==> src/rtl/di_fifo_read_terminal.sv <==
// DI read terminal: FIFO between a same-clock producer and HostInterface data-register reads.
// Define DI_FIFO_STATUS_EN to add a status register at REG_ADDR+1 (flags + count, read-to-clear).
module di_fifo_read_terminal #(
  parameter int          DATA_WIDTH = 16,
  parameter int          DEPTH_LOG2 = 4,
  parameter logic [15:0] EP_ADDR    = 16'h0,
  parameter logic [15:0] REG_ADDR   = 16'h0
) (
  input  logic                  clk,
  input  logic                  resetb,
  input  logic [15:0]           diEpAddr,
  input  logic [15:0]           diRegAddr,
  input  logic                  diRead,
  input  logic                  diReset,
  input  logic                  wr_en,
  input  logic [DATA_WIDTH-1:0] wr_data,
  output logic                  full,
  output logic [DEPTH_LOG2:0]   count,
  output logic                  overflow,
  output logic                  underflow,
  output logic                  rdwr_ready,
  output logic [DATA_WIDTH-1:0] diRegDataOut
);
  localparam int              DEPTH      = 1 << DEPTH_LOG2;
  localparam int              CW         = DEPTH_LOG2 + 1;
  localparam logic [CW-1:0]   DEPTH_CNT  = CW'(DEPTH);
  localparam logic [CW-1:0]   RDY_THRESH = CW'(3);

  localparam logic [1:0] ST_DESEL = 2'd0;
  localparam logic [1:0] ST_ARM   = 2'd1;
  localparam logic [1:0] ST_SERVE = 2'd2;

  logic [DATA_WIDTH-1:0] mem_q [DEPTH];
  logic [DEPTH_LOG2-1:0] rd_ptr_q, rd_ptr_d, wr_ptr_q, wr_ptr_d;
  logic [CW-1:0]         count_q, count_d;
  logic                  ovf_q, ovf_d, unf_q, unf_d;
  logic                  rdy_q, rdy_d;
  logic [DATA_WIDTH-1:0] dout_q, dout_d;
  logic [1:0]            state_q, state_d;

  logic rst, ep_hit, sel_data, sel_stat, sel, stat_rd, push, pop;

  assign rst      = !resetb || diReset;
  assign ep_hit   = (diEpAddr == EP_ADDR);
  assign sel_data = ep_hit && (diRegAddr == REG_ADDR);
`ifdef DI_FIFO_STATUS_EN
  assign sel_stat = ep_hit && (diRegAddr == REG_ADDR + 16'd1);
`else
  assign sel_stat = 1'b0;
`endif
  assign sel      = sel_data || sel_stat;
  assign stat_rd  = sel_stat && diRead;

  assign full     = (count_q == DEPTH_CNT);
  assign push     = wr_en && !full;
  assign pop      = sel_data && diRead && (count_q != '0);

  assign count_d  = count_q + CW'(push) - CW'(pop);
  assign rd_ptr_d = rd_ptr_q + DEPTH_LOG2'(pop);
  assign wr_ptr_d = wr_ptr_q + DEPTH_LOG2'(push);

  // A status read clears the flags, but an event in the same cycle re-arms them.
  always_comb begin
    ovf_d = (ovf_q && !stat_rd) || (wr_en && full);
    unf_d = (unf_q && !stat_rd) || (sel_data && diRead && (count_q == '0));
  end

`ifdef DI_FIFO_STATUS_EN
  logic [DATA_WIDTH-1:0] stat_word;
  always_comb begin
    stat_word                 = '0;
    stat_word[DATA_WIDTH-1]   = ovf_q;
    stat_word[DATA_WIDTH-2]   = unf_q;
    stat_word[DEPTH_LOG2:0]   = count_q;
  end
`endif

  always_comb begin
    dout_d = dout_q;
    if (!sel)
      dout_d = '0;
    else if (sel_data && diRead)
      dout_d = (count_q != '0) ? mem_q[rd_ptr_q] : '0;
`ifdef DI_FIFO_STATUS_EN
    else if (stat_rd)
      dout_d = stat_word;
`endif
  end

  always_comb begin
    state_d = state_q;
    case (state_q)
      ST_DESEL: if (sel) state_d = ST_ARM;
      ST_ARM:   state_d = sel ? ST_SERVE : ST_DESEL;
      ST_SERVE: if (!sel) state_d = ST_DESEL;
      default:  state_d = ST_DESEL;
    endcase
  end

  // Threshold of 3 leaves room for the two reads already in flight when the host sees the drop.
  always_comb begin
    rdy_d = 1'b0;
    if (state_q == ST_SERVE && sel)
      rdy_d = sel_stat || (count_d >= RDY_THRESH);
  end

  always_ff @(posedge clk) begin
    if (rst) begin
      rd_ptr_q <= '0;
      wr_ptr_q <= '0;
      count_q  <= '0;
      ovf_q    <= 1'b0;
      unf_q    <= 1'b0;
      rdy_q    <= 1'b0;
      dout_q   <= '0;
      state_q  <= ST_DESEL;
    end else begin
      rd_ptr_q <= rd_ptr_d;
      wr_ptr_q <= wr_ptr_d;
      count_q  <= count_d;
      ovf_q    <= ovf_d;
      unf_q    <= unf_d;
      rdy_q    <= rdy_d;
      dout_q   <= dout_d;
      state_q  <= state_d;
    end
  end

  always_ff @(posedge clk) begin
    if (push && !rst)
      mem_q[wr_ptr_q] <= wr_data;
  end

  assign count        = count_q;
  assign overflow     = ovf_q;
  assign underflow    = unf_q;
  assign rdwr_ready   = rdy_q;
  assign diRegDataOut = dout_q;
endmodule
==> config.mk <==
export PLATFORM = sky130hd
export DESIGN_NAME = di_fifo_read_terminal
export DESIGN_NICKNAME = d
export VERILOG_FILES = /design/src/rtl/di_fifo_read_terminal.sv
export SDC_FILE = /design/constraint.sdc
export NUM_CORES = 1
export LEC_CHECK = 0
export CORE_MARGIN = 2
export CORE_UTILIZATION = 40
export DETAILED_ROUTE_END_ITERATION = 10
export SETUP_SLACK_MARGIN = 0.5
export SLEW_MARGIN = 0
export SYNTH_ARGS = -nofsm -noshare
export SYNTH_HDL_FRONTEND = slang
export SYNTH_SLANG_ARGS = --single-unit
==> constraint.sdc <==
create_clock -name clk -period 3.13 [get_ports clk]
set_input_delay 0.4695 -clock clk [delete_from_list [all_inputs] [get_ports clk]]
set_output_delay 0.4695 -clock clk [all_outputs]
set_load 0.005 [all_outputs]
== After elaboration in Yosys (flattened, before gate mapping) ==
Memory sizes are Yosys's and may differ from the RTL's. A register that Yosys moved wholly into a read port is not among the register bits.
Cells that the tools add are included.

* $add $sub $neg: 4
* $lt $le $gt $ge: 1
* Equal/unequal tests: 5
* Multiplexer cells: 8
* Bitwise gates (word level): 2
* Reduce and logical (&&, ||, !) cells: 22

{| class="wikitable"
|+ Operators by type and width
! kind !! count
|-
| zero test 16 bit || 2
|-
| 2-to-1 mux 16 bit || 1
|-
| adder 4 x 1 -> 4 bit || 2
|-
| logical AND 1 bit || 8
|-
| 2-to-1 mux 2 bit || 3
|-
| one-hot mux 2 bit (3 select lines) || 1
|-
| adder 5 x 1 -> 5 bit || 1
|-
| == test 5 bit (second input constant) || 1
|-
| >= comparator 5 x 2 -> 1 bit (second input constant) || 1
|-
| zero test 5 bit || 1
|-
| nonzero test 5 bit || 1
|-
| subtractor 5 x 1 -> 5 bit || 1
|-
| 2-to-1 mux 4 bit || 1
|-
| inequality test 2 bit (second input constant) || 2
|-
| OR reduction 2 bit || 2
|-
| zero test 1 bit || 3
|-
| logical OR 1 bit || 3
|-
| == test 2 x 1 -> 1 bit (second input constant) || 1
|-
| == test 2 bit (second input constant) || 1
|-
| zero test 2 bit || 1
|-
| 2-to-1 mux 1 bit || 2
|-
| NOT 1 bit || 2
|-
| AND reduction 2 bit || 1
|}

* Flip-flop bits (word level): 34
* Bits in writable memories: 256
* Bits of input ports: 53
* Output and inout bits: 25
* Logic and storage cells: 51
* Memories kept: 1

{| class="wikitable"
|+ Memory list
! name !! words !! bits a word !! read ports !! clocked after Yosys merged registers in !! write ports !! line !! text
|-
| mem_q || 16 || 16 || 1 || 1 || 1 || 33 || <nowiki>logic [DATA_WIDTH-1:0] mem_q [DEPTH];</nowiki>
|}

== Depth between registers and ports, before layout ==
Gate-level depths: netlist (run 1).

* Depth in word-level cells: 6
* Gate-level depth with buffers: 12

== Worst setup path before layout (run 1) ==
Ideal clock, no wire load.

* Path kind: register to register
* Start point: register count_q[2] (netlist: count[2])
* End point: memory mem_q[0][0], enable pin
* Library setup time: 409 ps
* Arrival time: 2705 ps
* Data required time: 2721 ps
* Setup slack: 16 ps
* Stages on the path, launching flop included: 7
* Path buffers: 0
* Cell sequence: dfxtp_1 inv_1 ha_1 and4bb_2 nand2b_1 or4_1 nor3_1

* Longest elaborated chain between the ends: 6

{| class="wikitable"
|+ Ends and longest elaborated chain
! item !! line !! text
|-
| from (decl) || 35 || <nowiki>logic [CW-1:0] count_q, count_d;</nowiki>
|-
| from (signal assigned) || 120 || <nowiki>count_q <= count_d;</nowiki>
|-
| == test 5 bit || 54 || <nowiki>assign full = (count_q == DEPTH_CNT);</nowiki>
|-
| named net full || 17 || <nowiki>output logic full,</nowiki>
|-
| zero test 1 bit || 55 || <nowiki>assign push = wr_en && !full;</nowiki>
|-
| logical AND 1 bit || 55 ||
|-
| logical AND 1 bit || 130 || <nowiki>if (push && !rst)</nowiki>
|-
| 2-to-1 mux 1 bit || 130 ||
|-
| 2-to-1 mux 1 bit (implied by the code) || 131 || <nowiki>mem_q[wr_ptr_q] <= wr_data;</nowiki>
|-
| to (decl) || 33 ||
|}

The timed path passes the listed nets, and every way through them passes these cells.

== Worst setup path after layout (run 1) ==
* Start point: input port diRegAddr[9]
* End point: register rdy_q (netlist: rdwr_ready)

* Longest elaborated chain between the ends: 6

{| class="wikitable"
|+ Ends and longest elaborated chain
! item !! line !! text
|-
| from (decl) || 12 || <nowiki>input logic [15:0] diRegAddr,</nowiki>
|-
| zero test 16 bit (*) || 45 || <nowiki>assign sel_data = ep_hit && (diRegAddr == REG_ADDR);</nowiki>
|-
| logical AND 1 bit (*) || 45 ||
|-
| logical AND 1 bit (2 in series) || 56 || <nowiki>assign pop = sel_data && diRead && (count_q != '0);</nowiki>
|-
| subtractor 5 x 1 -> 5 bit || 58 || <nowiki>assign count_d = count_q + CW'(push) - CW'(pop);</nowiki>
|-
| >= comparator 5 x 2 -> 1 bit || 104 || <nowiki>rdy_d = sel_stat || (count_d >= RDY_THRESH);</nowiki>
|-
| to (signal assigned) || 123 || <nowiki>rdy_q <= rdy_d;</nowiki>
|-
| to (decl) || 37 || <nowiki>logic rdy_q, rdy_d;</nowiki>
|}

Mark *: on every way between the ends. The rest lies on a longest branch, timed or not.
A chain may end at the register's enable or synchronous reset.

==> results.cfg, run 1 <==
[outcome]
run_status = finished, final reports clean

[cts]
clk-insertion-delay-late_ns = 0.54
tritoncts_clock_tree = yes
clkSinkCount = 290
count_of_hold_buffers_inserted_by_post_cts_repair = 0
clock-root-buffer = sky130_fd_sc_hd__clkbuf_16
clk_transition_reported_paths_ns = 0.06
cts_buffers = 29
htreeDepth = 1
clock_tree.buffer_depth = 3

[setup_path]
end_kind = register
timing.critical_path.from_type = input port
reg2reg_depth = 12
crit_top_cell = sky130_fd_sc_hd__ha_4
crit_path_cell_trace = clkdlybuf4s50_1 > nor4_4 > and4_4 > nand3_4 > nor2_4 > ha_4 > inv_2 > ha_4 > fa_2 > a21oi_2 > o21bai_1 > xnor2_1 > a311oi_1
timing.critical_path.arrival_ns = 3.05
worst-setup-path-type = input port to register
slowest_cell_on_the_critical_path = sky130_fd_sc_hd__clkdlybuf4s50_1
critPathLaunch = diRegAddr[9]
regToRegStartpoint = count[2]
critPathMaxFanout = 2
worst_r2r_endpoint = rdwr_ready
worst-endpoint-required_ns = 3.57
regToRegSetupSlack_ns = 0.57
critical_path.max_stage_delay_ns = 0.44

[pwr]
power.static_leakage_nw = 4.58
switching_share_pct = 19.3
max-vdd-ir-drop_mv = 0.411
totalPowerFinal_mw = 7.65
pwr-share-clk_pct = 41.9
p_per_area_nw_per_um2 = 550
cell_internal_pwr_mw = 6.17
power_frac_seq_pct = 55.2
power.net_switching_mw = 1.48
comb_power_share_pct = 2.8

[global_routing]
grt_pass1_vias = 6110
grt_pass1_wl_um = 37100
gr-usage-all-layers_pct = 17.0
grt_remaining_overflow = 0
grt_start_max_net_pins = 42
antenna_found_initial = 0

[placement]
io_buffer_count = 77
dp_worst_setup_slack_ns = -0.100
gp_routability_congestion = 0.782
numPlacedInstances = 1032
post_placement_cell_area_sq_um = 12800
hpwlAfterDp_um = 15100

[synth]
synth.top_cell.area_share_pct = 68.1
synth_sequential_area_ratio_pct = 74.2
synth_area_leaders = sky130_fd_sc_hd__edfxtp_1, sky130_fd_sc_hd__mux4_2, sky130_fd_sc_hd__dfxtp_1
ys.flop_type = sky130_fd_sc_hd__edfxtp_1
avgSynthCellArea_sq_um = 20.3
postSynth.asyncResetShare_pct = 0
synthesis.instances = 555
postSynthRegisterBits = 290
number_of_enable_flip_flop_cells_after_synthesis = 256
yosys.cell_types.count = 43
synth.net_count = 619
yosys_warnings = 0
netlist.top_cell.by_area = sky130_fd_sc_hd__edfxtp_1
cell_area_after_synthesis_sq_um = 11300

[worst_hold_path]
timing.hold.worst_path_depth = 5
hold_path_end = state_q[1]
hp-start = diRegAddr[14]
hold_path_class = input port to register

[detailed_routing]
met1_length_um = 9890
vias_per_cell = 5.19
drcViolationCount = 0
route.met2.wl_um = 12800
post_drt_wl_per_cell_um = 22.5
drt_first_pass_iters = 4
drt_first_iter_violations = 561
top_layer = met4
routed_wl_um = 24600
route.vias.total = 5666
detail-route-antenna-nets = 0
dr_wl_met3_um = 1590

[die]
area_of_the_die_sq_um = 29600
std_cell_rows = 61
core_region_area_sq_um = 27800
ioPinCount = 78
start_util_pct = 40.6
die_h_um = 172
die-width_um = 172

[timing]
finalHoldViolations = 0
drv_slew = 0
post-route-min-period_ns = 2.61
finalSetupTns_ns = 0
final-setup-viol-count = 0
slew_headroom_pct = 53.7
final.setup.worst_slack_ns = 0.521
final.hold.worst_slack_ns = 0.461
grt_setup_unrepaired = true
fmax_mhz = 383
worst_pin_slew_ns = 0.694
final.setup_skew_ns = 0.0146
timing.final.crit_share_pct = 83.3

[layout]
finalNetCount = 757
syn2layout_area_growth_pct = 23.4
finish.utilization_pct = 50.1
drive_gt1_share_pct = 27.7
post-route-cell-area_sq_um = 13900
num_antenna_cells = 0
finalNonFillerCells = 1092

[run]
cap_violations = 0
[power by group through the flow]
stage	logic (mW)	registers (mW)	clock network, mW
after CTS	0.209	4.23	3.29
after floorplan	0.0523	4.31	0
after global routing	0.237	4.23	3.43
final	0.218	4.23	3.21
after global placement	0.191	4.31	0
after detailed placement	0.202	4.31	0
[state kept, by name, summed over array words and instances (netlist names)]
signal	flops
mem_q	256
state_q	2
underflow	1
rdwr_ready	1
wr_ptr_q	4
diRegDataOut	16
overflow	1
rd_ptr_q	4
count	5
[layout by cell type, fill, tap and decap left out, drive strengths merged, types with 2 or more instances in the layout]
| cell | instances |
|---|---|
| and2 | 7 |
| dfxtp | 34 |
| nor3 | 10 |
| and4 | 2 |
| nand4 | 2 |
| nand2b | 5 |
| buf | 56 |
| edfxtp | 256 |
| a21oi | 3 |
| nor2 | 24 |
| nor2b | 9 |
| nand2 | 11 |
| mux2i | 6 |
| a22oi | 20 |
| nand3b | 2 |
| a22o | 16 |
| or4 | 2 |
| clkdlybuf4s50 | 57 |
| inv | 7 |
| clkbuf | 40 |
| mux4 | 64 |
| xor2 | 2 |
| clkinv | 11 |
| nand3 | 4 |
| xnor2 | 7 |
| a211oi | 6 |
| ha | 10 |
| dlymetal6s2s | 20 |
| nor4 | 11 |
[synth_stat cells (6+ instances only)]
master and count:
sky130_fd_sc_hd__edfxtp_1 256, sky130_fd_sc_hd__mux4_2 64, sky130_fd_sc_hd__dfxtp_1 34, sky130_fd_sc_hd__nor2_1 24, sky130_fd_sc_hd__a22oi_1 20, sky130_fd_sc_hd__a22o_1 16
sky130_fd_sc_hd__nand2_1 11, sky130_fd_sc_hd__ha_1 10, sky130_fd_sc_hd__nor3_1 10, sky130_fd_sc_hd__clkbuf_1 9, sky130_fd_sc_hd__nor2b_1 9, sky130_fd_sc_hd__and2_1 7
sky130_fd_sc_hd__inv_1 7, sky130_fd_sc_hd__xnor2_1 7, sky130_fd_sc_hd__a211oi_1 6, sky130_fd_sc_hd__mux2i_1 6, sky130_fd_sc_hd__nor4_4 6
[critical path: cells and delay by family]
| kind | cells | cell delay [ns] |
|---|---|---|
| buffers and inverters | 2 | 0.48 |
| XOR/XNOR | 1 | 0.15 |
| AO/OA/AOI/OAI | 3 | 0.48 |
| adder cells (fa/ha/maj) | 3 | 0.67 |
| AND/OR/NAND/NOR | 4 | 0.79 |
[how the worst max path moves through the flow]
stage / to / slack (ns) / cells after the start
detailed placement: rdwr_ready / -0.1 / 13
finish: rdwr_ready / 0.52 / 13
global placement: rdwr_ready / -0.001 / 13
global route: rdwr_ready / 0.45 / 13
floorplan: mem_q[1][0] / 0.42 / 6
CTS: rdwr_ready / 0.50 / 13
[what timing repair did]
item / in CTS / in global routing
gates resized for setup: 6 / 34
pin swaps: 4 / 18
endpoints found under the setup margin: 2 / 73
buffers inserted: 4 / 4
[cell families (layout without fill, tap and decap cells)]
family / Yosys count / after routing / share of synthesized area [%]
adders and majority gates: 11 / 11 / 1.29
DFF: 290 / 290 / 74.2
xor gates and xnor gates: 9 / 9 / 0.699
buffers and inverters: 33 / 192 / 1.49
muxes: 70 / 70 / 13.3
AOI/OAI and AO/OA: 50 / 50 / 3.46
and+or+nand+nor: 92 / 92 / 5.60
[area by class of cell]
type	instances	area, sq um
multi-input cells	232	2890
inverters	7	26.3
fillers	2266	13900
flip-flops and latches	290	8380
well taps	378	473
clock inverters	12	82.6
repair buffers	133	1280
clock buffers	40	797
[metal layers]
| layer | vias up | global-route usage (%) |
|---|---|---|
| met5 | - | 0 |
| met4 | 0 | 2.78 |
| met3 | 24 | 3.18 |
| met2 | 144 | 30.6 |
| met1 | 2932 | 22.0 |
| li1 | 2566 | - |
Note: power is estimated with default switching activity, not from simulation.
==> run 2: changes to the inputs <==
==> constraint.sdc (replaced) <==
create_clock -name clk -period 2.2 [get_ports clk]
set_input_delay 0.33 -clock clk [delete_from_list [all_inputs] [get_ports clk]]
set_output_delay 0.33 -clock clk [all_outputs]
set_load 0.005 [all_outputs]
==> run 2 against run 1 <==
Clock-buffer cell count is 7 lower. Cell count is 4.6% higher. Sequential power is 42% higher. Worst hold slack worse by 0.085 ns. Utilization is 4.2 points higher. Highest routed layer unchanged. Critical path depth is 1 lower. Worst setup slack worse by 0.77 ns. The flow now finishes with violations (negative setup slack). First-iteration DRC count is 34% lower. Global-route usage is 0.25 points higher.
==> results.cfg, run 2 (synthesis results as in run 1) <==
[outcome]
run_status = complete, but fails checks
failed_checks = negative setup slack

[layout]
finalNonFillerCells = 1142
top_register = mem_q
syn2layout_area_growth_pct = 33.7
post-route-cell-area_sq_um = 15100
leading_cell_type_in_the_layout_fill_and_taps_excluded = sky130_fd_sc_hd__edfxtp_1
finalNetCount = 805
most-common-layout-cells = sky130_fd_sc_hd__edfxtp_1, sky130_fd_sc_hd__mux4_2, sky130_fd_sc_hd__buf_6, sky130_fd_sc_hd__buf_4, sky130_fd_sc_hd__clkbuf_16
drive_gt1_share_pct = 38.8
max_ffs_per_register = 256

[global_routing]
grt_remaining_overflow = 0
grt_met1_use_pct = 21.8
use_met2_pct = 31.3
gr-usage-all-layers_pct = 17.3
antenna_found_initial = 1
grt_busiest_layer = met2
met3_grt_util_pct = 3.04
grt_pass1_wl_um = 37600
grt_start_max_net_pins = 41
grt_pass1_vias = 6509

[timing]
post-route-min-period_ns = 2.45
final-setup-viol-count = 68
fmax_mhz = 408
finalHoldViolations = 0
final.setup.worst_slack_ns = -0.249
grt_setup_unrepaired = true
timing.final.crit_share_pct = 111
final.hold.worst_slack_ns = 0.376
worst_pin_slew_ns = 0.696
final.setup_skew_ns = 0.0102
finalSetupTns_ns = -10.65
slew_headroom_pct = 53.4
drv_slew = 0

[setup_path]
critPathMaxFanout = 2
crit_path_cell_trace = inv_2 > ha_4 > and4bb_2 > nand2b_4 > ha_4 > inv_2 > ha_4 > fa_2 > a21oi_2 > o21bai_1 > xnor2_1 > a311oi_1
worst-endpoint-required_ns = 2.64
timing.critical_path.arrival_ns = 2.89
slowest_cell_on_the_critical_path = sky130_fd_sc_hd__fa_2
worst-setup-path-type = register to register
critical_path.max_stage_delay_ns = 0.36
crit_top_cell = sky130_fd_sc_hd__ha_4
timing.critical_path.from_type = register
end_kind = register

[detailed_routing]
drt_first_pass_iters = 4
drt_first_iter_violations = 372
detail-route-antenna-nets = 0
vias_per_cell = 5.23
routed_wl_um = 25000
post_drt_wl_per_cell_um = 21.9
drcViolationCount = 0
route.vias.total = 5976

[pwr]
max-vdd-ir-drop_mv = 0.567
p_per_area_nw_per_um2 = 770
power.static_leakage_nw = 5.29

[cts]
count_of_hold_buffers_inserted_by_post_cts_repair = 0
tritoncts_clock_tree = yes
htreeDepth = 1
clock-root-buffer = sky130_fd_sc_hd__clkbuf_16
clkSinkCount = 290
cts_buffers = 29
clock_tree.buffer_depth = 3
clk-insertion-delay-late_ns = 0.53
clk_transition_reported_paths_ns = 0.07

[die]
die-width_um = 172
area_of_the_die_sq_um = 29600
start_util_pct = 40.6
ioPinCount = 78
die_h_um = 172
core_region_area_sq_um = 27800
std_cell_rows = 61

[placement]
io_buffer_count = 77
numPlacedInstances = 1041
dp_worst_setup_slack_ns = -0.825
post_placement_cell_area_sq_um = 13300
gp_routability_congestion = 0.704
hpwlAfterDp_um = 14200

[worst_hold_path]
hold_path_class = input port to register

[run]
cap_violations = 0
-- run 2: changes by cell type in the layout (fill, tap and decap cells not counted), sizes merged --
cell           change
buf               +58
bufinv             +5
clkbuf             -7
clkdlybuf4s15      +3
clkdlybuf4s50     -29
clkinv             +1
clkinvlp           +2
diode              +1
dlygate4sd2       +11
dlymetal6s2s       +5
-- run 2: layout make-up --
| type | count | area (sq um) |
|---|---|---|
| fillers | 2149 | 12700 |
| flip-flops and latches | 290 | 8390 |
| multi-input cells | 232 | 3130 |
| repair buffers | 181 | 2040 |
| clock buffers | 33 | 771 |
| well taps | 378 | 473 |
| clock inverters | 20 | 251 |
| inverters | 7 | 28.8 |
| diodes | 1 | 2.50 |
-- run 2: power breakdown --
part	internal, mW	leakage, nW	switching [mW]
Combinational	0.214	2.21	0.183
Sequential	6.00	2.58	0.0135
Clock	3.20	0.498	2.00
-- run 2: metrics by stage --
step	power, mW	utilization (%)
detailed placement	6.44	47.9
global placement	6.43	47.9
CTS	11.7	53.3
global route	12.0	54.3
floorplan	6.22	-
finish	11.6	54.3
-- run 2: timing repair --
item                                    4_1_cts  5_1_grt
resized for setup                           106       56
pin swaps                                    31       13
gates cloned                                  1        0
endpoints found under the setup margin      309      312
buffers inserted                             36       10
-- run 2: worst paths after layout --
kind              slack, ns          to        start  cells after the start
setup / recovery      -0.25  rdwr_ready     count[2]                     12
hold / removal         0.38  state_q[1]  diEpAddr[8]                      5
setup reg to reg      -0.25  rdwr_ready     count[2]                     12
hold reg to reg        0.46  state_q[0]   state_q[1]                      1
-- run 2: routing by layer --
layer | vias to the layer above | share of wire (%)
met5 | - | 0
met4 | 0 | 1.5
met3 | 31 | 5.5
met2 | 174 | 53
met1 | 3093 | 40
li1 | 2678 | -
-- run 2: critical path, delay by kind of cell, from the launching register on --
kind                       cells  cell delay [ns]
DFF                            1             0.33
xor gates and xnor gates       1             0.15
AOI/OAI and AO/OA              3             0.46
adders and majority gates      4             0.92
buffers and inverters          2             0.08
and+or+nand+nor                2             0.40
==> run 3: changes to the inputs <==
--- a/config.mk
+++ b/config.mk
@@ -13,3 +13,4 @@
 export SYNTH_ARGS = -nofsm -noshare
 export SYNTH_HDL_FRONTEND = slang
 export SYNTH_SLANG_ARGS = --single-unit
+export TNS_END_PERCENT = 30
==> run 3 against run 2 <==
The flow still finishes with violations (negative setup slack). Wire length rose by 6.2%. Sequential share of layout area rose by 1.0 points. Utilization fell by 1.0 points.
==> results.cfg, run 3 (synthesis results as in run 1) <==
[global_routing]
grt_pass1_wl_um = 38800
grt_start_max_net_pins = 55
gr-usage-all-layers_pct = 18.1
use_met2_pct = 30.9
met3_grt_util_pct = 2.47
grt_met1_use_pct = 25.0
grt_remaining_overflow = 0
grt_busiest_layer = met2
grt_pass1_vias = 6325
antenna_found_initial = 0

[timing]
post-route-min-period_ns = 2.50
final.hold.worst_slack_ns = 0.356
fmax_mhz = 399
worst_pin_slew_ns = 0.810
final.setup_skew_ns = 0.0146
drv_slew = 0
slew_headroom_pct = 45.7
timing.final.crit_share_pct = 114
finalHoldViolations = 0
final-setup-viol-count = 68
final.setup.worst_slack_ns = -0.305
grt_setup_unrepaired = true

[die]
ioPinCount = 78
die_h_um = 172
core_region_area_sq_um = 27800
std_cell_rows = 61
die-width_um = 172
start_util_pct = 40.6
area_of_the_die_sq_um = 29600

[cts]
clock_tree.buffer_depth = 3
clk-insertion-delay-late_ns = 0.55
count_of_hold_buffers_inserted_by_post_cts_repair = 0
clkSinkCount = 290
cts_buffers = 30
tritoncts_clock_tree = yes
clk_transition_reported_paths_ns = 0.06
clock-root-buffer = sky130_fd_sc_hd__clkbuf_16
htreeDepth = 1

[layout]
drive_gt1_share_pct = 36.7
area_occupied_by_multi_input_gates_sq_um = 3100
n_fill_cell = 2224
most-common-layout-cells = sky130_fd_sc_hd__edfxtp_1, sky130_fd_sc_hd__mux4_2, sky130_fd_sc_hd__dlygate4sd2_1, sky130_fd_sc_hd__buf_4, sky130_fd_sc_hd__buf_6
top_register = mem_q
leading_cell_type_in_the_layout_fill_and_taps_excluded = sky130_fd_sc_hd__edfxtp_1
max_ffs_per_register = 256
num_antenna_cells = 0
finalNetCount = 793
syn2layout_area_growth_pct = 31.2
seqCellArea_sq_um = 8390
finish.utilization_pct = 53.3

[setup_path]
regToRegStartpoint = count[2]
timing.critical_path.arrival_ns = 2.95
critPathMaxFanout = 2
end_kind = register
worst-endpoint-required_ns = 2.64
worst-setup-path-type = register to register
timing.critical_path.from_type = register
critPathLaunch = count[2]

[placement]
gp_routability_congestion = 0.761
hpwlAfterDp_um = 15500
io_buffer_count = 77

[detailed_routing]
post_drt_wl_per_cell_um = 23.5
routed_wl_um = 26600
route.vias.total = 6011
detail-route-antenna-nets = 0
drt_first_iter_violations = 622
drt_first_pass_iters = 5
vias_per_cell = 5.31
drcViolationCount = 0

[worst_hold_path]
hp-start = diRegAddr[5]
hold_path_class = input port to register

[pwr]
max-vdd-ir-drop_mv = 0.562
totalPowerFinal_mw = 11.7
power.static_leakage_nw = 4.90
p_per_area_nw_per_um2 = 787

[outcome]
run_status = complete, but fails checks
failed_checks = negative setup slack

[run]
cap_violations = 0
## run 3: changes by cell type in the layout (fill, tap and decap cells not counted), sizes merged
cell / delta
clkbuf: +11
clkinvlp: -1
clkdlybuf4s15: -3
clkdlybuf4s50: -1
buf: -18
diode: -1
clkinv: -6
dlygate4sd2: +30
bufinv: -1
inv: +1
dlymetal6s2s: -22
## run 3: worst paths after layout
path / endpoint / slack, ns / cells past startpoint
worst min-delay path: state_q[1] / 0.36 / 5
worst max-delay path: rdwr_ready / -0.30 / 12
worst min register to register: diRegDataOut[11] / 0.47 / 1
worst max register to register: rdwr_ready / -0.30 / 12
## run 3: what timing repair did
action,in CTS,in global routing
gates cloned,2,0
pin swaps,40,38
gates resized for setup,103,43
buffers inserted,17,5
endpoints found under the setup margin,308,289
## run 3: metal layers
metal	part of all wire, %	wire (um)
met3	4.8	1280
met5	0	0
met2	51	13700
met4	1.5	399
met1	42	11200
## run 3: layout make-up
cell class              instances  area share, %
clock buffers                  43           5.75
multi-input cells             232           20.9
inverters                       7          0.178
flip-flops and latches        290           56.7
clock inverters                13           1.31
repair buffers                168           12.0
well taps                     378           3.20
## run 3: power breakdown
group / switching (mW) / internal [mW]
Sequential: 0.0141 / 6.00
Clock: 2.02 / 3.27
Combinational: 0.178 / 0.175
## run 3: worst max-delay path, cell delays in order (launching register included)
cell and delay (ns):
sky130_fd_sc_hd__dfxtp_2 0.34, sky130_fd_sc_hd__inv_2 0.05, sky130_fd_sc_hd__ha_4 0.15, sky130_fd_sc_hd__and4bb_2 0.23, sky130_fd_sc_hd__nand2b_4 0.15, sky130_fd_sc_hd__ha_4 0.26, sky130_fd_sc_hd__inv_2 0.04, sky130_fd_sc_hd__ha_4 0.15
sky130_fd_sc_hd__fa_2 0.35, sky130_fd_sc_hd__a21oi_2 0.13, sky130_fd_sc_hd__o21bai_1 0.08, sky130_fd_sc_hd__xnor2_1 0.16, sky130_fd_sc_hd__a311oi_1 0.31
## run 3: metrics by stage
| step | setup TNS, ns | cell area, sq um | std cells | setup WS (ns) |
|---|---|---|---|---|
| 2_1_floorplan | -3.77 | 11400 | 555 | -0.218 |
| 3_3_place_gp | -36.76 | 13300 | 1051 | -0.752 |
| 3_5_place_dp | -43.17 | 13300 | 1051 | -0.855 |
| 4_1_cts | -19.47 | 14600 | 1126 | -0.332 |
| 5_1_grt | -27.05 | 14800 | 1131 | -0.441 |
| 6_report | -16.40 | 14800 | 1131 | -0.305 |
